<file path="config.mk">
export PLATFORM = sky130hd
export DESIGN_NAME = cla_pipe_adder16
export DESIGN_NICKNAME = d
export VERILOG_FILES = /design/src/rtl/cla_pkg.sv /design/src/rtl/lookahead_carry_unit4.sv /design/src/rtl/cla_pipe_adder16.sv
export SDC_FILE = /design/constraint.sdc
export NUM_CORES = 1
export LEC_CHECK = 0
export CORE_MARGIN = 2
export CORE_UTILIZATION = 50
export CTS_BUF_LIST = sky130_fd_sc_hd__clkbuf_8 sky130_fd_sc_hd__clkbuf_16
export DETAILED_ROUTE_END_ITERATION = 8
export PLACE_DENSITY = 0.83
export SETUP_SLACK_MARGIN = 0.2
export SYNTH_ARGS = -nofsm -noshare
export SYNTH_HDL_FRONTEND = slang
export SYNTH_SLANG_ARGS = --single-unit
export TNS_END_PERCENT = 50
</file>
<file path="constraint.sdc">
create_clock -name clk -period 2.2 [get_ports clk]
set_clock_uncertainty 0.05 [all_clocks]
set_input_delay 0.22 -clock clk [delete_from_list [all_inputs] [get_ports clk]]
set_output_delay 0.22 -clock clk [all_outputs]
set_load 0.02 [all_outputs]
</file>
<file path="src/rtl/cla_pkg.sv">
// Shared defaults and types for the pipelined carry-lookahead adder.
// Result flags travel from stage S2 to the outputs as one bundle.
package cla_pkg;

  localparam int CLA_WIDTH = 16;
  localparam int CLA_GROUP = 4;
  localparam int NGROUPS   = CLA_WIDTH / CLA_GROUP;

  typedef struct packed {
    logic cout;
    logic ovf;
    logic blk_g;
    logic blk_p;
  } flags_t;

endpackage

</file>
<file path="src/rtl/lookahead_carry_unit4.sv">
// 4-bit lookahead carry unit: flat sum-of-products carries, no ripple.
// Used both per bit-group and once over the group generate/propagate.
module lookahead_carry_unit4 (
  input  logic [3:0] g,
  input  logic [3:0] p,
  input  logic       c0,
  output logic [4:1] c,
  output logic       grp_g,
  output logic       grp_p
);

  always_comb begin
    c[1] = g[0]
         | (p[0] & c0);
    c[2] = g[1]
         | (p[1] & g[0])
         | (p[1] & p[0] & c0);
    c[3] = g[2]
         | (p[2] & g[1])
         | (p[2] & p[1] & g[0])
         | (p[2] & p[1] & p[0] & c0);
    grp_g = g[3]
          | (p[3] & g[2])
          | (p[3] & p[2] & g[1])
          | (p[3] & p[2] & p[1] & g[0]);
    grp_p = &p;
    c[4] = grp_g | (grp_p & c0);
  end

endmodule

</file>
<file path="src/rtl/cla_pipe_adder16.sv">
// Two-stage valid/ready carry-lookahead adder: S1 holds g/p, S2 the result.
// Two lookahead levels: per-group units, then one unit over group G/P.
module cla_pipe_adder16
  import cla_pkg::*;
#(
  parameter int WIDTH = CLA_WIDTH,
  parameter int GROUP = CLA_GROUP
) (
  input  logic             clk,
  input  logic             rst,
  input  logic             in_valid,
  output logic             in_ready,
  input  logic [WIDTH-1:0] a,
  input  logic [WIDTH-1:0] b,
  input  logic             cin,
  output logic             out_valid,
  input  logic             out_ready,
  output logic [WIDTH-1:0] sum,
  output logic             cout,
  output logic             ovf,
  output logic             blk_g,
  output logic             blk_p
);

  localparam int NG = WIDTH / GROUP;

  logic             s1_v_q, s1_v_d;
  logic [WIDTH-1:0] g_q, g_d;
  logic [WIDTH-1:0] p_q, p_d;
  logic             cin_q, cin_d;
  logic             s2_v_q, s2_v_d;
  logic [WIDTH-1:0] sum_q, sum_d;
  flags_t           flags_q, flags_d;

  logic             s1_adv, s2_adv, in_fire;
  logic [3:0]       gg, gp;
  logic [4:1]       bc;
  logic             blk_g_c, blk_p_c;
  logic [WIDTH-1:0] bit_c;
  logic [NG-1:0]    unused_c4;

  lookahead_carry_unit4 u_blk (
    .g     (gg),
    .p     (gp),
    .c0    (cin_q),
    .c     (bc),
    .grp_g (blk_g_c),
    .grp_p (blk_p_c)
  );

  // Unused group slots propagate, so bc[4] is always the carry out.
  for (genvar k = 0; k < 4; k++) begin : g_grp
    if (k < NG) begin : g_on
      logic       gc0;
      logic [4:1] gc;
      if (k == 0) begin : g_c0
        assign gc0 = cin_q;
      end else begin : g_ck
        assign gc0 = bc[k];
      end
      lookahead_carry_unit4 u_grp (
        .g     (g_q[4*k +: 4]),
        .p     (p_q[4*k +: 4]),
        .c0    (gc0),
        .c     (gc),
        .grp_g (gg[k]),
        .grp_p (gp[k])
      );
      assign bit_c[4*k +: 4] = {gc[3:1], gc0};
      assign unused_c4[k]    = gc[4];
    end else begin : g_pad
      assign gg[k] = 1'b0;
      assign gp[k] = 1'b1;
    end
  end

  always_comb begin
    s2_adv   = !s2_v_q || out_ready;
    s1_adv   = !s1_v_q || s2_adv;
    in_ready = !rst && s1_adv;
    in_fire  = in_valid && in_ready;

    s1_v_d  = s1_v_q;
    g_d     = g_q;
    p_d     = p_q;
    cin_d   = cin_q;
    s2_v_d  = s2_v_q;
    sum_d   = sum_q;
    flags_d = flags_q;

    if (s1_adv) begin
      s1_v_d = in_fire;
    end
    if (in_fire) begin
      g_d   = a & b;
      p_d   = a ^ b;
      cin_d = cin;
    end
    if (s2_adv) begin
      s2_v_d = s1_v_q;
      if (s1_v_q) begin
        sum_d         = p_q ^ bit_c;
        flags_d.cout  = bc[4];
        flags_d.ovf   = bit_c[WIDTH-1] ^ bc[4];
        flags_d.blk_g = blk_g_c;
        flags_d.blk_p = blk_p_c;
      end
    end
  end

  always_ff @(posedge clk) begin
    if (rst) begin
      s1_v_q  <= 1'b0;
      g_q     <= '0;
      p_q     <= '0;
      cin_q   <= 1'b0;
      s2_v_q  <= 1'b0;
      sum_q   <= '0;
      flags_q <= '0;
    end else begin
      s1_v_q  <= s1_v_d;
      g_q     <= g_d;
      p_q     <= p_d;
      cin_q   <= cin_d;
      s2_v_q  <= s2_v_d;
      sum_q   <= sum_d;
      flags_q <= flags_d;
    end
  end

  assign out_valid = s2_v_q;
  assign sum       = sum_q;
  assign cout      = flags_q.cout;
  assign ovf       = flags_q.ovf;
  assign blk_g     = flags_q.blk_g;
  assign blk_p     = flags_q.blk_p;

endmodule
</file>
## Word level (Yosys, flattened, before mapping)

Cells that the tools add are included.
W data, S select, Z words.

- Bits in registers: 55

- Bitwise operators: 121
- Reductions and logical operators: 13

Operators with widths:

| kind | count |
|---|---|
| $and A1 B1 Y1 | 71 |
| $or A1 B1 Y1 | 46 |
| $xor A16 B16 Y16 | 2 |
| $and A16 B16 Y16 | 1 |
| $reduce_and A16 Y1 | 1 |
| $reduce_and A4 Y1 | 4 |
| $logic_not A1 Y1 | 3 |
| $logic_and A1 B1 Y1 | 2 |
| $logic_or A1 B1 Y1 | 2 |
| $reduce_and A2 Y1 | 1 |
| $xor A1 B1 Y1 | 1 |

## Depth between registers and ports, before layout

- Depth in word-level cells: 11
- Mapped depth: 11

## Cells and area by module

From an unflattened synthesis, not the netlist that was laid out.

- Cell total of the unflattened synthesis: 271
- Area total of the unflattened synthesis: 2806.4 µm²

By module, submodules not included:

| module | instances | cells each | area an instance (µm²) | sequential area each (µm²) |
|---|---|---|---|---|
| cla_pipe_adder16 | 1 | 221 | 2506.2 | 1101.1 |
| lookahead_carry_unit4 | 5 | 10 | 60.1 | 0.0 |

## Worst setup path after synthesis

OpenSTA, ideal clock, no wires.

- Kind: register -> register
- From: register s2_v_q (netlist: out_valid)
- To: register cin_q
- Arrival: 1.748 ns
- Data required time: 2.091 ns
- Slack: 0.342 ns
- Cell stages (with the launch flop): 8
- Clock period less this slack: 1.858 ns
- Cells stage by stage: dfxtp_1 -> nor2b_1 -> a21oi_1 -> and2_1 -> buf_2 -> buf_1 -> nand2_1 -> nand2_1

- Cells in the longest elaborated chain, start to end: 5

RTL lines:

| item | RTL line | source |
|---|---|---|
| from (decl) | cla_pipe_adder16.sv:31 | `logic s2_v_q, s2_v_d;` |
| from (signal assigned) | cla_pipe_adder16.sv:125 | `s2_v_q <= s2_v_d;` |
| $logic_not A1 Y1 | cla_pipe_adder16.sv:78 | `s2_adv = !s2_v_q \|\| out_ready;` |
| $logic_or A1 B1 Y1 | cla_pipe_adder16.sv:78 |  |
| $logic_or A1 B1 Y1 | cla_pipe_adder16.sv:79 | `s1_adv = !s1_v_q \|\| s2_adv;` |
| $logic_and A1 B1 Y1 | cla_pipe_adder16.sv:80 | `in_ready = !rst && s1_adv;` |
| net in_ready | cla_pipe_adder16.sv:12 | `output logic in_ready,` |
| $logic_and A1 B1 Y1 | cla_pipe_adder16.sv:81 | `in_fire = in_valid && in_ready;` |
| to (signal assigned) | cla_pipe_adder16.sv:124 | `cin_q <= cin_d;` |
| to (decl) | cla_pipe_adder16.sv:30 | `logic cin_q, cin_d;` |

The timed path passes the listed nets, and every way through them passes these cells.
A chain may end at the register's enable or synchronous reset.

## Worst setup path in the final report

- From: register s2_v_q (netlist: out_valid)
- To: output port in_ready

- Cells in the longest elaborated chain, start to end: 4

RTL lines:

| item | RTL line |
|---|---|
| $logic_not A1 Y1 | cla_pipe_adder16.sv:78 |
| $logic_or A1 B1 Y1 | cla_pipe_adder16.sv:78 |
| $logic_or A1 B1 Y1 | cla_pipe_adder16.sv:79 |
| $logic_and A1 B1 Y1 | cla_pipe_adder16.sv:80 |
| to (decl) | cla_pipe_adder16.sv:12 |

Every way passes these cells.

==> metrics.yaml <==
sta:
  rsz0062_at_grt: "yes"
  post-route-period-util: 0.872
  worst_pin_slew_ps: 390
  max_freq_mhz: 521
  relSlewSlack: 0.740
  layout_min_cycle_time_ps: 1920
  whs_ps: 406
  fin_ws_ps: 282
  slew_violations: 0
  setup_viol: 0
  final_hold_viol_count: 0
  setup_tns_ps: 0
synth:
  synthXorXnorAreaFrac: 0.0228
  synth_mux_area_frac: 0.00743
  synth_cells: 337
  synth_flop_cell: "dfxtp_1"
  synthDistinctLibCells: 44
  synth-simple-area-share: 0.277
  syn_area_um2: 2690
  ys_ff_latch: 55
  ys_async_sr_fraction: 0
  ys_warn_count: 0
  synth_nets: 394
  synth-edff-count: 0
  synth-adder-area-share: 0.0929
  seq_area_frac_synth: 0.409
  synth-compound-area-share: 0.144
  synth_top_family_by_area: "simple AND/OR/NAND/NOR gates"
  synth_area_per_cell_um2: 7.99
finish:
  fin_cells: 462
  fin_area_um2: 3420
  fillerInstances: 458
  final_cell_mix: "nand2_1, clkdlybuf4s50_1, dfxtp_1"
  seq_area_um2: 1110
  drive_gt1_frac: 0.0791
  final_common_cell: "nand2_1"
  multi_input_area_um2: 1470
  area_delta_synth_final_pct: 27.1
  finalNetCount: 448
  n_antenna_cell: 0
routing:
  drc: 0
  wl_per_cell_um: 12.7
  firstDrtPassIters: 4
  wl_mm: 5.86
  drt_iter0_markers: 115
  antenna_left: 0
  vias_per_cell: 5.37
  num_vias: 2483
critical_path:
  slowest_stage: "clkdlybuf4s50_1"
  worstPathArrival_ps: 1650
  crit_type: "register to output port"
  required_ps: 1930
  cp-start-kind: "register"
  reg2regPathDepth: 7
  rrSetupSlack_ps: 290
  max_stage_delay_ps: 640
  critical_path.cell_chain: "nor2b_1 > a21oi_1 > clkdlybuf4s50_1"
  regToRegStartpoint: "p_q[3]"
  reg2reg_to: "ovf"
  worst_setup_path_end_kind: "output port"
  critPathMaxFanout: 5
clocking:
  cts_tree: "yes"
  holdBufCountCts: 0
  clock_sinks: 55
  clkTransAtPathRegs_ps: 80
  numCtsBuffers: 5
  clock_tree.root_cell: "clkbuf_8"
  clock_latency_ps: 310
  h-tree-depth: 2
  clock_path_buffers: 2
floorplan:
  initial_core_util: 0.524
  row_count: 26
  top_level_ports: 59
  die-width_um: 77.4
  die-area_um2: 5990
  die_y_um: 77.4
  core-area_um2: 5140
flow_run:
  drv_cap: 0
pwr:
  ir_worst_vdd_v: 0.000385
  p_leak_nw: 1.46
  power_density_nw_per_um2: 602
place:
  gp_congestion: 0.919
  dpl_cell_area_um2: 3300
  dpl.hpwl_mm: 4.26
  dp_slack_ps: 306
  placed_cells: 453
  numPortBuffers: 58
status:
  status: "finished, final reports clean"
min_path:
  hold_depth: 2
  min_to: "sum[12]"
  hp-start: "sum[12]"
  hp-class: "register to register"
grt:
  antenna_found_initial: 0
  grt_pass1_wl_mm: 9.95
  grt_pass1_vias: 2213
  grt_overflow: 0
  grt_max_degree: 39
  gr-usage-all-layers: 0.203
[power breakdown]
| group | internal, mW | switching (mW) | total [mW] |
|---|---|---|---|
| Combinational | 0.185 | 0.179 | 0.364 |
| Sequential | 1.06 | 0.0672 | 1.13 |
| Clock | 0.254 | 0.317 | 0.571 |
[cell type report]
type,count,share of cell area
inverters,4,0.00438
clock inverters,2,0.00365
multi-input cells,259,0.430
clock buffers,6,0.0241
repair buffers,66,0.187
well taps,70,0.0256
flip-flops and latches,55,0.325
[metal layers]
metal  GRT usage  vias to the layer above  share of wire
li1            -                     1271              -
met1       0.281                     1120           0.49
met2       0.322                       86           0.44
met3      0.0430                        6          0.061
met4      0.0536                        0         0.0089
met5           0                        -              0
[how the worst max path moves through the flow]
stage / from / to / slack [ps] / cells past startpoint
2_1_floorplan: out_valid / cin_q / 340 / 7
3_3_place_gp: out_ready / in_ready / 320 / 4
3_5_place_dp: out_ready / in_ready / 310 / 4
4_1_cts: p_q[0] / sum[13] / 260 / 11
5_1_grt: p_q[3] / ovf / 180 / 7
6_report: out_valid / in_ready / 280 / 3
[through the flow]
step	utilization	total power, mW
after floorplan	-	1.35
after global placement	0.643	1.49
after detailed placement	0.643	1.50
after CTS	0.661	2.07
after global routing	0.666	2.17
final	0.666	2.06
[logic make-up (layout without fill, tap and decap cells)]
| family | after synthesis | in the layout |
|---|---|---|
| simple gates | 170 | 170 |
| flops | 55 | 55 |
| compound gates | 60 | 60 |
| fa+ha+maj | 20 | 20 |
| buf+inv | 23 | 78 |
| mux | 2 | 2 |
| xor+xnor | 7 | 7 |
[critical path, delay by kind of cell, from the launching register on]
family / cells / cell delay, ps
and+or+nand+nor: 1 / 170
buffers and inverters: 1 / 640
DFF: 1 / 310
AOI/OAI and AO/OA: 1 / 230
[sequential cells by signal, indices dropped and copies added, names as in the netlist]
register	flops
g_q	16
out_valid	1
ovf	1
p_q	16
blk_g	1
cout	1
cin_q	1
sum	16
s1_v_q	1
blk_p	1
[cell usage after synthesis (2+ instances only)]
cell	number	area [µm²]
a31oi_1	4	25.0
nand3_1	37	185
buf_6	5	56.3
nand2_1	96	360
and2_1	3	18.8
a21o_1	5	37.5
dfxtp_1	55	1100
inv_1	4	15.0
o21ai_0	8	40.0
nand4_1	2	12.5
nor2_1	16	60.1
a21oi_1	25	125
nor3_1	5	25.0
buf_1	4	15.0
xnor2_1	6	52.6
ha_1	20	250
o311ai_0	2	17.5
mux2i_1	2	20.0
clkbuf_1	8	30.0
buf_2	2	10.0
nor4b_1	2	17.5
a21boi_0	2	15.0
nor2b_1	2	12.5
o21a_1	2	15.0
[repair_timing]
action,in CTS,in global routing
buffers inserted,0,1
gates resized for setup,0,11
hold endpoints to repair,0,0
endpoints found under the setup margin,0,3
(Power assumes the default switching activity.)
